--- config.mk ---
export PLATFORM = sky130hd
export DESIGN_NAME = ines_stream_loader
export DESIGN_NICKNAME = d
export VERILOG_FILES = /design/src/rtl/ines_pkg.sv /design/src/rtl/ines_byte_fifo.sv /design/src/rtl/ines_stream_loader.sv
export SDC_FILE = /design/constraint.sdc
export NUM_CORES = 1
export LEC_CHECK = 0
export ABC_AREA = 0
export BUFFER_PORTS_ARGS = -buffer_cell sky130_fd_sc_hd__clkbuf_2
export CAP_MARGIN = 40
export CELL_PAD_IN_SITES_DETAIL_PLACEMENT = 0
export CELL_PAD_IN_SITES_GLOBAL_PLACEMENT = 1
export CORE_MARGIN = 1.5
export CORE_UTILIZATION = 54
export CTS_CLUSTER_DIAMETER = 60
export DETAILED_ROUTE_END_ITERATION = 10
export HOLD_SLACK_MARGIN = 0.1
export PLACE_DENSITY_LB_ADDON = 0.1
export RECOVER_POWER = 25
export SKIP_LAST_GASP = 1
export SLEW_MARGIN = 20
export SYNTH_ARGS = -nofsm -noshare
export SYNTH_HDL_FRONTEND = slang
export SYNTH_SLANG_ARGS = --single-unit
--- constraint.sdc ---
create_clock -name clk -period 6.3 [get_ports clk]
set_clock_uncertainty 0.15 [all_clocks]
set_input_delay 0.63 -clock clk [delete_from_list [all_inputs] [get_ports clk]]
set_output_delay 0.63 -clock clk [all_outputs]
set_load 0.05 [all_outputs]
--- src/rtl/ines_pkg.sv ---
// Shared types and constants for the iNES stream loader.
// INES_NES2_EN widens bank counts and the byte counter for NES 2.0 headers.
package ines_pkg;

  typedef enum logic [2:0] {
    StIdle,
    StHeader,
    StTrainer,
    StPrg,
    StChr,
    StDrain,
    StDone,
    StError
  } load_state_e;

  localparam logic [1:0] ErrNone  = 2'd0;
  localparam logic [1:0] ErrMagic = 2'd1;
  localparam logic [1:0] ErrSize  = 2'd2;
  localparam logic [1:0] ErrTrunc = 2'd3;

  localparam logic [31:0] INES_MAGIC = 32'h1A53454E;

  localparam int unsigned HdrPrgBanks = 4;
  localparam int unsigned HdrChrBanks = 5;
  localparam int unsigned HdrFlags6   = 6;
  localparam int unsigned HdrFlags7   = 7;
  localparam int unsigned HdrLast     = 15;

  localparam int unsigned PRG_BANK_BYTES = 16384;
  localparam int unsigned CHR_BANK_BYTES = 8192;
  localparam int unsigned TRAINER_BYTES  = 512;

`ifdef INES_NES2_EN
  localparam int unsigned HdrSizeMsb = 9;
  localparam int unsigned BankW      = 12;
  localparam int unsigned CntW       = 26;
  localparam int unsigned HdrKeep    = 10;
`else
  localparam int unsigned BankW      = 8;
  localparam int unsigned CntW       = 23;
  localparam int unsigned HdrKeep    = 8;
`endif
  localparam int unsigned HdrIdxW = $clog2(HdrKeep);

  // Index of the final byte of a section that is banks*unit_bytes long.
  function automatic logic [CntW-1:0] bank_last(input logic [BankW-1:0] banks,
                                                input int unsigned     unit_bytes);
    return CntW'(banks) * CntW'(unit_bytes) - CntW'(1);
  endfunction

endpackage

--- src/rtl/ines_byte_fifo.sv ---
// Synchronous {addr, data} FIFO between the stream parser and the memory write port.
// Head entry is read straight from storage so a pop exposes the next entry with no bubble.
module ines_byte_fifo #(
  parameter int unsigned ADDR_W = 22,
  parameter int unsigned DEPTH  = 4
) (
  input  logic              clk,
  input  logic              reset,
  input  logic              flush,
  input  logic              push,
  input  logic [ADDR_W-1:0] push_addr,
  input  logic [7:0]        push_data,
  input  logic              pop,
  output logic              full,
  output logic              empty,
  output logic [ADDR_W-1:0] head_addr,
  output logic [7:0]        head_data
);

  localparam int unsigned PtrW = (DEPTH > 1) ? $clog2(DEPTH) : 1;

  logic [ADDR_W+7:0] mem_q [DEPTH];
  logic [PtrW-1:0]   wr_ptr_q, rd_ptr_q;
  logic [PtrW:0]     count_q;
  logic              do_push, do_pop;

  assign full    = count_q == (PtrW + 1)'(DEPTH);
  assign empty   = count_q == '0;
  assign do_push = push && !full;
  assign do_pop  = pop && !empty;

  always_ff @(posedge clk) begin
    if (reset || flush) begin
      wr_ptr_q <= '0;
      rd_ptr_q <= '0;
      count_q  <= '0;
    end else begin
      if (do_push) wr_ptr_q <= wr_ptr_q + PtrW'(1);
      if (do_pop)  rd_ptr_q <= rd_ptr_q + PtrW'(1);
      unique case ({do_push, do_pop})
        2'b10:   count_q <= count_q + (PtrW + 1)'(1);
        2'b01:   count_q <= count_q - (PtrW + 1)'(1);
        default: count_q <= count_q;
      endcase
    end
  end

  always_ff @(posedge clk) begin
    if (do_push) mem_q[wr_ptr_q] <= {push_addr, push_data};
  end

  assign {head_addr, head_data} = mem_q[rd_ptr_q];

endmodule

--- src/rtl/ines_stream_loader.sv ---
// iNES image loader: checks the header, skips the trainer and streams PRG/CHR bytes to memory.
// Define INES_NES2_EN to honour NES 2.0 12-bit bank counts.
module ines_stream_loader
  import ines_pkg::*;
#(
  parameter int unsigned       ADDR_W     = 22,
  parameter logic [ADDR_W-1:0] CHR_BASE   = 22'h200000,
  parameter int unsigned       FIFO_DEPTH = 4
) (
  input  logic              clk,
  input  logic              reset,
  input  logic              downloading,
  input  logic [7:0]        indata,
  input  logic              indata_clk,
  output logic [ADDR_W-1:0] mem_addr,
  output logic [7:0]        mem_data,
  output logic              mem_write,
  input  logic              mem_ready,
  output logic [7:0]        prg_banks,
  output logic [7:0]        chr_banks,
  output logic [7:0]        mapper,
  output logic [1:0]        mirroring,
  output logic              has_battery,
  output logic              done,
  output logic              error,
  output logic [1:0]        err_code
);

  localparam logic [CntW-1:0] TrainerLast = CntW'(TRAINER_BYTES - 1);

  load_state_e       state_q;
  logic              dl_q;
  logic [CntW-1:0]   cnt_q;
  logic [7:0]        hdr_q [HdrKeep];
  logic [BankW-1:0]  prg_cnt_q, chr_cnt_q;

  logic              byte_ok, dl_rise, loading, payload, trunc, overflow;
  logic              push, pop, flush;
  logic              fifo_full, fifo_empty;
  logic [ADDR_W-1:0] push_addr;
  logic              magic_ok, exp_form, size_bad;
  logic [BankW-1:0]  hdr_prg, hdr_chr;
  logic [CntW-1:0]   prg_last, chr_last;

  assign byte_ok  = indata_clk && downloading;
  assign dl_rise  = downloading && !dl_q;
  assign loading  = state_q inside {StHeader, StTrainer, StPrg, StChr};
  assign payload  = state_q inside {StPrg, StChr};
  assign trunc    = loading && !downloading;
  assign overflow = payload && byte_ok && fifo_full;
  assign push     = payload && byte_ok && !fifo_full;
  assign pop      = mem_write && mem_ready;
  // Abort on the same edge the error is seen so mem_write drops on the next cycle.
  assign flush    = dl_rise || trunc || overflow;

  assign push_addr = (state_q == StChr) ? CHR_BASE + ADDR_W'(cnt_q) : ADDR_W'(cnt_q);

  assign magic_ok = {hdr_q[3], hdr_q[2], hdr_q[1], hdr_q[0]} == INES_MAGIC;

`ifdef INES_NES2_EN
  logic nes2;
  assign nes2     = hdr_q[HdrFlags7][3:2] == 2'b10;
  assign hdr_prg  = nes2 ? {hdr_q[HdrSizeMsb][3:0], hdr_q[HdrPrgBanks]}
                         : {4'h0, hdr_q[HdrPrgBanks]};
  assign hdr_chr  = nes2 ? {hdr_q[HdrSizeMsb][7:4], hdr_q[HdrChrBanks]}
                         : {4'h0, hdr_q[HdrChrBanks]};
  assign exp_form = nes2 && (hdr_q[HdrSizeMsb][3:0] == 4'hF || hdr_q[HdrSizeMsb][7:4] == 4'hF);
`else
  assign hdr_prg  = hdr_q[HdrPrgBanks];
  assign hdr_chr  = hdr_q[HdrChrBanks];
  assign exp_form = 1'b0;
`endif

  assign size_bad = exp_form || (hdr_prg == '0);
  assign prg_last = bank_last(prg_cnt_q, PRG_BANK_BYTES);
  assign chr_last = bank_last(chr_cnt_q, CHR_BANK_BYTES);

  always_ff @(posedge clk) begin
    if (reset) begin
      state_q     <= StIdle;
      // Treat downloading as already high so a reset mid-load waits for a fresh rising edge.
      dl_q        <= 1'b1;
      cnt_q       <= '0;
      for (int i = 0; i < int'(HdrKeep); i++) hdr_q[i] <= '0;
      prg_cnt_q   <= '0;
      chr_cnt_q   <= '0;
      prg_banks   <= '0;
      chr_banks   <= '0;
      mapper      <= '0;
      mirroring   <= '0;
      has_battery <= 1'b0;
      done        <= 1'b0;
      error       <= 1'b0;
      err_code    <= ErrNone;
    end else begin
      dl_q <= downloading;
      if (dl_rise) begin
        state_q  <= StHeader;
        cnt_q    <= '0;
        done     <= 1'b0;
        error    <= 1'b0;
        err_code <= ErrNone;
      end else if (trunc || overflow) begin
        state_q  <= StError;
        error    <= 1'b1;
        err_code <= ErrTrunc;
      end else begin
        unique case (state_q)
          StHeader: begin
            if (byte_ok) begin
              cnt_q <= cnt_q + CntW'(1);
              if (cnt_q < CntW'(HdrKeep)) hdr_q[cnt_q[HdrIdxW-1:0]] <= indata;
              if (cnt_q == CntW'(HdrLast)) begin
                cnt_q <= '0;
                if (!magic_ok) begin
                  state_q  <= StError;
                  error    <= 1'b1;
                  err_code <= ErrMagic;
                end else if (size_bad) begin
                  state_q  <= StError;
                  error    <= 1'b1;
                  err_code <= ErrSize;
                end else begin
                  prg_cnt_q   <= hdr_prg;
                  chr_cnt_q   <= hdr_chr;
                  prg_banks   <= hdr_q[HdrPrgBanks];
                  chr_banks   <= hdr_q[HdrChrBanks];
                  mapper      <= {hdr_q[HdrFlags7][7:4], hdr_q[HdrFlags6][7:4]};
                  mirroring   <= {hdr_q[HdrFlags6][3], hdr_q[HdrFlags6][0]};
                  has_battery <= hdr_q[HdrFlags6][1];
                  state_q     <= hdr_q[HdrFlags6][2] ? StTrainer : StPrg;
                end
              end
            end
          end
          StTrainer: begin
            if (byte_ok) begin
              if (cnt_q == TrainerLast) begin
                cnt_q   <= '0;
                state_q <= StPrg;
              end else begin
                cnt_q <= cnt_q + CntW'(1);
              end
            end
          end
          StPrg: begin
            if (push) begin
              if (cnt_q == prg_last) begin
                cnt_q   <= '0;
                state_q <= (chr_cnt_q == '0) ? StDrain : StChr;
              end else begin
                cnt_q <= cnt_q + CntW'(1);
              end
            end
          end
          StChr: begin
            if (push) begin
              if (cnt_q == chr_last) begin
                cnt_q   <= '0;
                state_q <= StDrain;
              end else begin
                cnt_q <= cnt_q + CntW'(1);
              end
            end
          end
          StDrain: begin
            if (fifo_empty) begin
              state_q <= StDone;
              done    <= 1'b1;
            end
          end
          default: state_q <= state_q;
        endcase
      end
    end
  end

  ines_byte_fifo #(
    .ADDR_W (ADDR_W),
    .DEPTH  (FIFO_DEPTH)
  ) u_fifo (
    .clk       (clk),
    .reset     (reset),
    .flush     (flush),
    .push      (push),
    .push_addr (push_addr),
    .push_data (indata),
    .pop       (pop),
    .full      (fifo_full),
    .empty     (fifo_empty),
    .head_addr (mem_addr),
    .head_data (mem_data)
  );

  assign mem_write = !fifo_empty;

endmodule
Yosys cells after proc, flatten, opt, wreduce, memory -nomap -nowiden
Memory sizes are Yosys's and may differ from the RTL's. A register that Yosys moved wholly into a read port is not among the register bits.
Index checks and enable logic that the tools add are counted.

word-level totals
  register bits = 57
  memory bits (writable) = 184
  input bits = 13
  output and inout bits = 62
  logic and storage cells = 155
  memories kept = 2

operators by class
  $add $sub $neg = 8
  magnitude comparators = 1
  equal/unequal tests = 36
  mux-type cells = 55
  bitwise gates (word level) = 3
  reductions and logical operators = 36

memory list
  memory        depth  bits a word  rd ports  clocked after Yosys merged registers in  wr ports  RTL line                  RTL
  u_fifo.mem_q  4      30           1         1                                        1         ines_byte_fifo.sv:22      logic [ADDR_W+7:0] mem_q [DEPTH];
  hdr_q         8      8            8         2                                        8         ines_stream_loader.sv:34  logic [7:0] hdr_q [HdrKeep];

operator list
  operator                  count
  $mux W23                  8
  $pmux W23 S4              1
  $eq A23 B23 Y1            2
  $mux W3                   13
  $eq A32 B29 Y1 const B    1
  $ne A4 B2 Y1 const B      6
  $add A23 B1 Y23 const B   1
  $eq A23 B4 Y1 const B     1
  $eq A23 B9 Y1 const B     1
  $lt A23 B4 Y1 const B     1
  $sub A22 B1 Y23 const B   1
  $add A22 B22 Y22 const A  1
  $mux W22                  1
  $sub A21 B1 Y22 const B   1
  $mux W1                   21
  $ne A3 B1 Y1 const B      7
  $reduce_and A10 Y1        2
  $logic_not A8 Y1          2
  $mux W2                   8
  $pmux W3 S5               1
  $ne A4 B3 Y1 const B      3
  $reduce_bool A2 Y1        5
  $eq A3 B3 Y1 const B      3
  $logic_and A1 B1 Y1       9
  25 further kinds          39

Depth between registers and ports, before layout
Gate-level depths: netlist (run 1).

  depth in word-level cells = 11
  mapped depth = 13
  depth with buffers taken out = 12

By module
Synthesis (run 1) repeated with hierarchy kept, for this count alone.

unflattened totals
  cell total of the unflattened synthesis = 771
  area total of the unflattened synthesis = 10536.4 um2

by module, submodules not included
  module              times used  cells each  area an instance (um2)  seq. area each (um2)
  ines_stream_loader  1           559         5730.5                  2962.8
  ines_byte_fifo      1           212         4805.9                  3783.6

Least setup slack after synthesis (run 1)
Ideal clock, no wire load.

  kind = reg2reg
  start point = register chr_cnt_q[0], read port of hdr_q
  end point = register state_q[1]
  library setup time = 0.091 ns
  arrival time = 2.851 ns
  data required time = 6.059 ns
  path slack = 3.208 ns
  stages on the path, launching flop included = 10
  buffers on the path = 0
  period minus slack after synthesis = 3.092 ns
  cells stage by stage = dfxtp_1 -> inv_1 -> ha_1 -> nor3b_1 -> and3b_1 -> mux2i_1 -> nor4_1 -> o211ai_1 -> or4_1 -> a311oi_1

on the way
  word-level cells in the longest chain between the ends = 4

ends and longest elaborated chain
  element                       RTL line                   RTL
  from (decl)                   ines_stream_loader.sv:35   logic [BankW-1:0] prg_cnt_q, chr_cnt_q;
  $sub A21 B1 Y22               ines_pkg.sv:48             return CntW'(banks) * CntW'(unit_bytes) - CntW'(1);
  $eq A23 B23 Y1                ines_stream_loader.sv:158  if (cnt_q == chr_last) begin
  $ne A3 B1 Y1 (no line)        -
  $reduce_and A10 Y1 (no line)  -
  to (signal assigned)          ines_stream_loader.sv:160  state_q <= StDrain;
  to (signal assigned)          ines_stream_loader.sv:168  state_q <= StDone;
  to (signal assigned)          ines_stream_loader.sv:172  default: state_q <= state_q;
  to (decl)                     ines_stream_loader.sv:31   load_state_e state_q;

Every way passes these cells.
A chain may end at the register's enable or synchronous reset.

==> results of run 1 <==
## registers in the layout, summed over array words and instances (netlist names), named ones only
signal           cells
chr_cnt_q            8
cnt_q               23
dl_q                 1
done                 1
err_code             2
error                1
has_battery          1
hdr_q               60
mapper               8
mirroring            2
prg_cnt_q            8
state_q              3
u_fifo.count_q       3
u_fifo.mem_q       120
u_fifo.rd_ptr_q      2
u_fifo.wr_ptr_q      2
## cells by family after synthesis
kind of cell             after synthesis
flip-flops                           247
XOR/XNOR                              47
multiplexers                          60
adder cells (fa/ha/maj)               11
buffers and inverters                 50
AND/OR/NAND/NOR                      282
AO/OA/AOI/OAI                         58
## layer usage
layer	wire length, um	track usage (%)	up-vias	part of all wire (%)
li1	-	-	2969	-
met1	9150	28.6	3092	42
met2	11400	39.9	160	52
met3	882	2.99	40	4.0
met4	479	6.13	0	2.2
met5	0	0	-	0
## worst max-delay path, delay by kind of cell
kind                   cells  cell delay (ns)
and+or+nand+nor            4             1.86
AOI/OAI and AO/OA          1             0.45
buffers and inverters      1             0.61
## cells in the final DEF (no fill, tap or decap), types with 3 or more instances in the layout
master and count:
buf_4 8, a21oi_1 12, nor3_1 15, a2111oi_0 3, edfxtp_1 180, clkbuf_2 61
inv_1 22, dfxtp_1 66, nor2_1 90, nand2_1 23, nand4_1 8, clkbuf_16 26
and3_1 6, a211oi_1 8, and2_1 69, o21ai_0 4, nand3_1 13, clkinv_2 5
mux2i_1 29, or2_2 10, xnor2_1 24, a31oi_1 5, nor4b_1 7, clkbuf_1 23
nor4_1 12, nor3b_1 3, mux4_2 30, o21bai_1 3, nand2b_1 4, ha_1 10
xor2_1 23, o22ai_1 3, or4_1 4
## layout make-up
class | instances | area share [%]
Sequential cell | 247 | 56.9
Multi-Input combinational cell | 458 | 29.5
Clock buffer | 36 | 5.80
Timing Repair Buffer | 85 | 3.67
Tap cell | 260 | 2.74
Inverter | 23 | 0.728
Clock inverter | 10 | 0.686
## worst min-delay path by stage
stage	from	endpoint	slack, ns
3_5_place_dp	done	done	0.33
4_1_cts	downloading	dl_q	0.22
5_1_grt	downloading	dl_q	0.24
6_report	downloading	dl_q	0.24
3_3_place_gp	done	done	0.31
2_1_floorplan	hdr_q[5][0]	chr_cnt_q[0]	0.31
## power groups by stage
stage          clock network (W)  logic, W  registers [W]
5_1_grt                  0.00146  0.000423        0.00183
3_5_place_dp                   0  0.000392        0.00186
6_report                 0.00137  0.000392        0.00183
3_3_place_gp                   0  0.000390        0.00186
4_1_cts                  0.00140  0.000394        0.00183
2_1_floorplan                  0  0.000284        0.00186
## metrics by stage
stage | instance area [um^2] | power (W) | util (%)
6_report | 11900 | 0.00360 | 63.0
5_1_grt | 11900 | 0.00372 | 63.0
3_5_place_dp | 11100 | 0.00225 | 59.0
2_1_floorplan | 10400 | 0.00215 | -
4_1_cts | 11900 | 0.00362 | 63.0
3_3_place_gp | 11100 | 0.00225 | 58.8
==> results.toml, run 1 <==
[placement]
post-place-ws_ns = 2.66
post-dp-hpwl_mm = 15.1
routabilityCongestion = 0.866
dp.cells = 1073
port_buffers = 74

[die]
rows = 50
ios = 75
core_mm2 = 0.0188
initial_utilization_pct = 55.4
fp.dieH_um = 142
die_area_mm2 = 0.0202
die_w_um = 142

[power]
p_clk_share_pct = 38.2
irDropWorstVdd_v = 0.000251
intPower_w = 0.00268
sequentialPowerShare_pct = 50.9
netSwitchingFraction_pct = 25.5
leakage_nw = 4.22
power.density_mw_per_mm2 = 303
combPwrFrac_pct = 10.9
power.switching_w = 0.000915

[finish]
multi_input_area_mm2 = 0.00349
final_nets = 865
drive_gt1_share_pct = 18.5
seqCellArea_mm2 = 0.00675
syn_to_final_growth_pct = 13.6
antennaDiodeCount = 0
instances_no_fill = 1119
fill_cells = 1468

[synthesis]
synth_xor_area_share_pct = 3.94
yosysSeqAreaShare_pct = 64.6
synth.most_common_cell = "edfxtp_1"
synth.area.mux_share_pct = 9.36
synth_nets = 779
synth.top_cells.by_area = "edfxtp_1 (52%), dfxtp_1 (13%), mux4_2 (6.5%)"
yosys_warnings = 0
synth_top_cell_by_area = "edfxtp_1"
synth_ff_type = "edfxtp_1"
synth-adder-area-share_pct = 1.39
yosys.area_share.simple_pct = 14.5
synth-seq-cells = 247
avgSynthCellArea_um2 = 13.8
yosysTopAreaCellShare_pct = 51.8
synthTopCellsByCount = "edfxtp_1 (180), nor2_1 (90), and2_1 (69), dfxtp_1 (67), mux4_2 (30)"
syn_inst = 755
synth-edff-count = 180
yosys.cell_types.count = 65
netlist_area_mm2 = 0.0104
synthArstFlopShare_pct = 0
synth_top_family_by_area = "simple AND/OR/NAND/NOR gates"
synth_compound_gate_area_share_pct = 4.27

[setup_path]
end_kind = "register"
r2r.worst_path.cells = 9
cp_slowest_cell = "or2_0"
crit_end = "hdr_q[1][5]"
r2r_start = "chr_cnt_q[0]"
crit_arrival_ns = 3.56
path_cells = "clkbuf_1, or2_0, a211oi_1, nand3_1, nor3_1, or2_2"
startpoint_type = "input port"
slowest_delay_ns = 0.74
cp.required_ns = 6.37
rrSetupSlack_ns = 2.91
reg2reg_to = "state_q[1]"
path_class = "in2reg"
critPathLaunch = "reset"
cp_max_fo = 39

[cts]
cts_made_buffers = 26
clockRootBuffer = "clkbuf_16"
clock_latency_ns = 0.52
cts_tree = "done"
cts_buffer_depth = 3
post_cts_buffers = 0
cts.repair.resized = 0
cts_hold_buf = 0
cts.clk_slew.worst_paths_ns = 0.06
htreeDepth = 1
cts.sinks = 247

[global_route]
antenna_found_initial = 0
grt-ovfl-total = 0
grt_max_degree = 40
track_usage_pct = 22.3
grt_pass1_wl_mm = 34.4
grt_pass1_vias = 6256

[flow_run]
cap_violations = 1

[timing]
setup_ws_ns = 2.81
max_freq_mhz = 287
hold_viol_final = 0
rsz0062_at_grt = "false"
slew_headroom_pct = -7.07
drv_slew = 40
worst_slew_pin_slew_ns = 1.61
holdWs_ns = 0.240
fin_setup_tns_ns = 0
finalSetupViolCount = 0
fin_crit_sh_pct = 55.4
post-route-min-period_ns = 3.49

[run_status]
outcome = "complete, but fails checks"
violations = "max-capacitance violations, max-slew violations"

[min_path]
hold_depth = 2
min-delay-path-class = "in2reg"

[routing]
drt_iter0_markers = 314
via_per_inst = 5.60
ant_nets = 0
routed_wl_mm = 21.9
via_count = 6261
drt_first_pass_iters = 5
drc = 0
wire_per_inst_um = 19.6
No activity file was read; power rests on OpenSTA's default activity.
==> inputs of run 2 (changes only) <==
- CORE_UTILIZATION: 54 -> 50
- clock period: 6.3 -> 3.4 ns (I/O delays scaled with it)
==> run 2 against run 1 <==
The run now ends clean. Wire length fell by 0.32%. Utilization fell by 3.2 points. Via count rose by 1.4%. Clock power rose by 110%. Count of clock-buffer cells in the layout fell by 2. Non-clock buffer count rose by 20. Sequential share of layout area fell by 1.4 points. First-iteration DRC count fell by 14%.
==> results.toml, run 2 (synthesis results as in run 1) <==
[die]
die_w_um = 147
core_mm2 = 0.0204
die_area_mm2 = 0.0218
initial_utilization_pct = 51.3
fp.dieH_um = 147
rows = 52
ios = 75

[global_route]
grt_pass1_wl_mm = 34.8
grt_max_degree = 39
grtUsageMet3_pct = 3.43
busiest_layer = "met2"
grt-ovfl-total = 0
track_usage_pct = 20.5
grt_pass1_vias = 6334
antenna_found_initial = 0
use_met2_pct = 36.1
use_met1_pct = 26.4

[min_path]
min-delay-path-class = "in2reg"

[placement]
port_buffers = 74
place_area_mm2 = 0.0113
post-dp-hpwl_mm = 14.8
routabilityCongestion = 0.829
post-place-ws_ns = 0.232

[timing]
post-route-min-period_ns = 3.12
slew_headroom_pct = 53.5
worst_slew_pin_slew_ns = 0.698
drv_slew = 0
hold_viol_final = 0
finalSetupViolCount = 0
rsz0062_at_grt = "false"
setup_ws_ns = 0.279
fin_crit_sh_pct = 91.8
max_freq_mhz = 320
fin_setup_tns_ns = 0

[cts]
cts_tree = "done"
htreeDepth = 1
cts_buffer_depth = 3
cts_made_buffers = 26
clock_latency_ns = 0.53
cts.sinks = 247
cts.clk_slew.worst_paths_ns = 0.06
clockRootBuffer = "clkbuf_16"

[power]
power_w = 0.00697
irDropWorstVdd_v = 0.000409
power.density_mw_per_mm2 = 573
leakage_nw = 4.37

[setup_path]
path_class = "reg2reg"
end_kind = "register"
slowest_delay_ns = 0.56
crit_buf_inv = 1
crit_arrival_ns = 3.41
cp.required_ns = 3.69
cp_max_fo = 6
startpoint_type = "register"
path_delay_family = "simple AND/OR/NAND/NOR gates"
path_cells = "inv_1, ha_1, nor3b_2, and3b_1, mux2i_1, nor4_1, o211ai_1, or4_1, a311oi_1"
cp_slowest_cell = "or4_1"

[finish]
largest_reg_flops = 120
final_nets = 885
reg_top3 = "u_fifo.mem_q: 120 flops, hdr_q: 60 flops, cnt_q: 23 flops"
regMostFlops = "u_fifo.mem_q"
drive_gt1_share_pct = 20.8
syn_to_final_growth_pct = 16.5
final_cell_mix = "edfxtp_1 (180), nor2_1 (90), and2_1 (69), dfxtp_1 (66), clkbuf_2 (61)"
layout_commonest_cell = "edfxtp_1"
postLayoutCellArea_mm2 = 0.0122
antennaDiodeCount = 0

[routing]
via_count = 6346
ant_nets = 0
via_per_inst = 5.51
routed_wl_mm = 21.8
drt_iter0_markers = 270
drt_first_pass_iters = 4
drc = 0
wire_per_inst_um = 19.0

[flow_run]
cap_violations = 0

[run_status]
outcome = "complete, no violations"
==> run 2: worst min-delay path, stage by stage <==
cell	delay, ns
clkbuf_2	0.09
buf_4	0.25
nor2_1	0.13
==> run 2: metal layers <==
layer | wire (um) | up-vias
met2 | 11100 | 102
met4 | 430 | 0
met5 | 0 | -
li1 | - | 3023
met1 | 9370 | 3184
met3 | 951 | 37
==> run 2: through the flow <==
| stage | cells | util, % | hold slack [ns] |
|---|---|---|---|
| 2_1_floorplan | 755 | - | 0.289 |
| 3_3_place_gp | 1097 | 55.2 | 0.311 |
| 3_5_place_dp | 1098 | 55.3 | 0.316 |
| 4_1_cts | 1151 | 59.8 | 0.101 |
| 5_1_grt | 1151 | 59.7 | 0.193 |
| 6_report | 1151 | 59.7 | 0.177 |
==> run 2: power by group <==
part / internal, W / switching (W)
Combinational: 0.000260 / 0.000517
Sequential: 0.00331 / 0.0000662
Clock: 0.00166 / 0.00116
Total: 0.00523 / 0.00174
==> run 2: cell type report <==
cell class | count | area (um^2)
inverter | 23 | 86.3
clock inverter | 14 | 116
tap | 270 | 338
fill | 1621 | 8200
sequential | 247 | 6750
multi-input combinational | 458 | 3500
timing repair buffer | 105 | 613
clock buffer | 34 | 762
==> run 2: repair_timing <==
item	CTS	global route
hold endpoints to repair	15	0
setup endpoints to repair	0	1
buffers inserted	0	0
hold buffers	5	0
gates resized for setup	0	1
==> run 2: worst paths after layout <==
path                                    from      endpoint  slack (ns)  cells after the start
worst max-delay path            chr_cnt_q[0]    state_q[1]        0.28                      9
worst min-delay path                   reset  prg_cnt_q[5]        0.18                      3
worst max register to register  chr_cnt_q[0]    state_q[1]        0.28                      9
worst min register to register   hdr_q[5][6]  chr_cnt_q[6]        0.32                      2
==> inputs of run 3 (changes only) <==
- ABC_AREA: 0 -> 1
- CORE_UTILIZATION: 50 -> 47
- RECOVER_POWER: 25 -> unset
==> run 3 against run 2 <==
Clock power increased by 2%. Count of clock-buffer cells in the layout increased by 4. Via count increased by 22%. Cell count increased by 30%. Fmax increased by 11%. Global-route usage increased by 0.88 points. Sequential cell count unchanged. First-iteration DRC count increased by 100%. Design area increased by 2.5%. Total power increased by 3.2%. Area after synthesis increased by 3.4%. Utilization decreased by 4.5 points. Critical path type unchanged. Largest power group unchanged.
==> results.toml, run 3 <==
[run_status]
outcome = "complete, no violations"

[synthesis]
netlist_area_mm2 = 0.0108
syn_inst = 1100
synthArstFlopShare_pct = 0
yosys_warnings = 0
yosys.cell_types.count = 44
yosys.area_share.simple_pct = 21.6
synth.most_common_cell = "nor2_1"
synth_top_family_by_area = "simple AND/OR/NAND/NOR gates"
yosysSeqAreaShare_pct = 62.5
synth-seq-cells = 247
synth.area.mux_share_pct = 0
synth_ff_type = "edfxtp_1"
avgSynthCellArea_um2 = 9.81
synth-edff-count = 180
synth.top_cells.by_area = "edfxtp_1 (50%), dfxtp_1 (12%), nor2_1 (8.3%)"
synthTopCellsByCount = "nor2_1 (240), edfxtp_1 (180), nand2_1 (132), inv_1 (94), o21ai_0 (87)"
synth_top_cell_by_area = "edfxtp_1"
yosysTopAreaCellShare_pct = 50.1
synth_nets = 1124
synth_xor_area_share_pct = 1.62
synth-adder-area-share_pct = 1.35
synth_compound_gate_area_share_pct = 7.68

[die]
core_mm2 = 0.0226
die_area_mm2 = 0.0239
rows = 55
fp.dieH_um = 155
initial_utilization_pct = 47.8
ios = 75
die_w_um = 155

[global_route]
grt_max_degree = 61
antenna_found_initial = 0
grt_pass1_wl_mm = 40.3
track_usage_pct = 21.4
grt-ovfl-total = 0
grt_pass1_vias = 7512

[min_path]
min_to = "err_code[0]"
hold_start = "indata_clk"
hold_depth = 6
min-delay-path-class = "in2reg"

[power]
leakage_nw = 4.97
combPwrFrac_pct = 13.0
intPower_w = 0.00529
sequentialPowerShare_pct = 46.9
power.switching_w = 0.00191
power.density_mw_per_mm2 = 577
irDropWorstVdd_v = 0.000409
power_w = 0.00720
p_clk_share_pct = 40.2
netSwitchingFraction_pct = 26.6

[finish]
regMostFlops = "u_fifo.mem_q"
layout_commonest_cell = "nor2_1"
final_nets = 1216
drive_gt1_share_pct = 13.8
antennaDiodeCount = 0
largest_reg_flops = 120
syn_to_final_growth_pct = 15.5
reg_top3 = "u_fifo.mem_q: 120 flops, hdr_q: 60 flops, cnt_q: 23 flops"
final_cell_mix = "nor2_1 (236), edfxtp_1 (180), nand2_1 (132), inv_1 (94), o21ai_0 (87)"

[cts]
cts_buffer_depth = 3
cts_tree = "done"
post_cts_buffers = 0
clock_latency_ns = 0.53
htreeDepth = 1
clockRootBuffer = "clkbuf_16"
cts.sinks = 247
cts_made_buffers = 27
cts.clk_slew.worst_paths_ns = 0.06

[routing]
ant_nets = 0
drc = 0
routed_wl_mm = 25.0
wire_per_inst_um = 16.7
via_count = 7772
via_per_inst = 5.19
drt_first_pass_iters = 5
drt_iter0_markers = 543

[placement]
post-place-ws_ns = 0.582
port_buffers = 74
routabilityCongestion = 0.858
post-dp-hpwl_mm = 16.7

[timing]
worst_slew_pin_slew_ns = 0.632
fin_setup_tns_ns = 0
post-route-min-period_ns = 2.81
setup_ws_ns = 0.590
hold_viol_final = 0
slew_headroom_pct = 57.8
max_freq_mhz = 356
drv_slew = 0
fin_crit_sh_pct = 82.6
rsz0062_at_grt = "false"
finalSetupViolCount = 0
holdWs_ns = 0.261

[setup_path]
cp_slowest_cell = "and2_1"
slowest_delay_ns = 0.46
reg2reg_to = "hdr_q[4][6]"
r2r.worst_path.cells = 11
end_kind = "register"
r2r_start = "state_q[0]"
crit_buf_inv = 2
crit_arrival_ns = 2.84
path_delay_family = "simple AND/OR/NAND/NOR gates"
cp.required_ns = 3.44
cp_max_fo = 9
path_cells = "inv_2, nand3_2, nand2_2, o21ai_2, nand2_2, clkinv_2, nand2_4, nor4_2, and2_1, nand2_4, nand2_1"
startpoint_type = "register"
path_class = "reg2reg"
rrSetupSlack_ns = 0.59

[flow_run]
cap_violations = 0
[run 3: cell types whose count changed in the layout (fill, tap and decap cells not counted), sizes merged, moves of 21 or more]
cell / change
nor3: +31
o21ai: +102
nor2: +153
nand3: +40
and2: -67
nand2: +121
o22ai: +27
inv: +80
xnor2: -21
mux2i: -29
mux4: -30
[run 3: cell type report]
type | count | area (um^2)
Multi-Input combinational cell | 713 | 3490
Timing Repair Buffer | 100 | 593
Tap cell | 285 | 357
Sequential cell | 247 | 6750
Clock inverter | 12 | 126
Inverter | 103 | 388
Fill cell | 2023 | 10100
Clock buffer | 38 | 768
[run 3: power groups by stage]
stage	sequential (W)	combinational (W)	clock, W
floorplan	0.00346	0.000664	0
global placement	0.00344	0.000931	0
CTS	0.00337	0.000936	0.00295
global route	0.00338	0.00104	0.00305
finish	0.00337	0.000932	0.00289
detailed placement	0.00344	0.000923	0
[run 3: stage by stage]
stage          util [%]  instance area [um^2]  std cells
2_1_floorplan         -                 10800       1100
3_3_place_gp       50.8                 11500       1437
3_5_place_dp       50.8                 11500       1437
4_1_cts            55.2                 12500       1498
5_1_grt            55.2                 12500       1498
6_report           55.2                 12500       1498
[run 3: how the worst max path moves through the flow]
stage / startpoint / endpoint / cells after the start
after floorplan: state_q[1] / u_fifo.mem_q[0][0] / 5
after global routing: cnt_q[0] / prg_cnt_q[2] / 9
after global placement: state_q[0] / hdr_q[4][3] / 11
final: state_q[0] / hdr_q[4][6] / 11
after detailed placement: state_q[0] / hdr_q[5][4] / 11
after CTS: state_q[0] / hdr_q[5][6] / 11
[run 3: repair_timing]
item | 4_1_cts | 5_1_grt
hold buffers | 11 | 0
resized for setup | 0 | 0
endpoints found under the setup margin | 0 | 0
hold endpoints to repair | 42 | 0
[run 3: worst register-to-register path: cells and delay by family (launching register included)]
kind | cells | cell delay [ns]
flops | 1 | 0.41
compound gates | 1 | 0.18
simple gates | 8 | 1.53
buf+inv | 2 | 0.21
[run 3: metal layers]
metal / up-vias / track usage [%] / share of wire [%]
met3: 33 / 2.91 / 4.5
met2: 157 / 37.2 / 50
met4: 0 / 4.81 / 1.5
li1: 3930 / - / -
met5: - / 0 / 0
met1: 3652 / 28.6 / 44
[run 3: cell families after synthesis]
family                     count (synthesis)
AOI/OAI and AO/OA                        156
xor gates and xnor gates                  20
adders and majority gates                 11
buffers and inverters                    140
DFF                                      247
and+or+nand+nor                          526
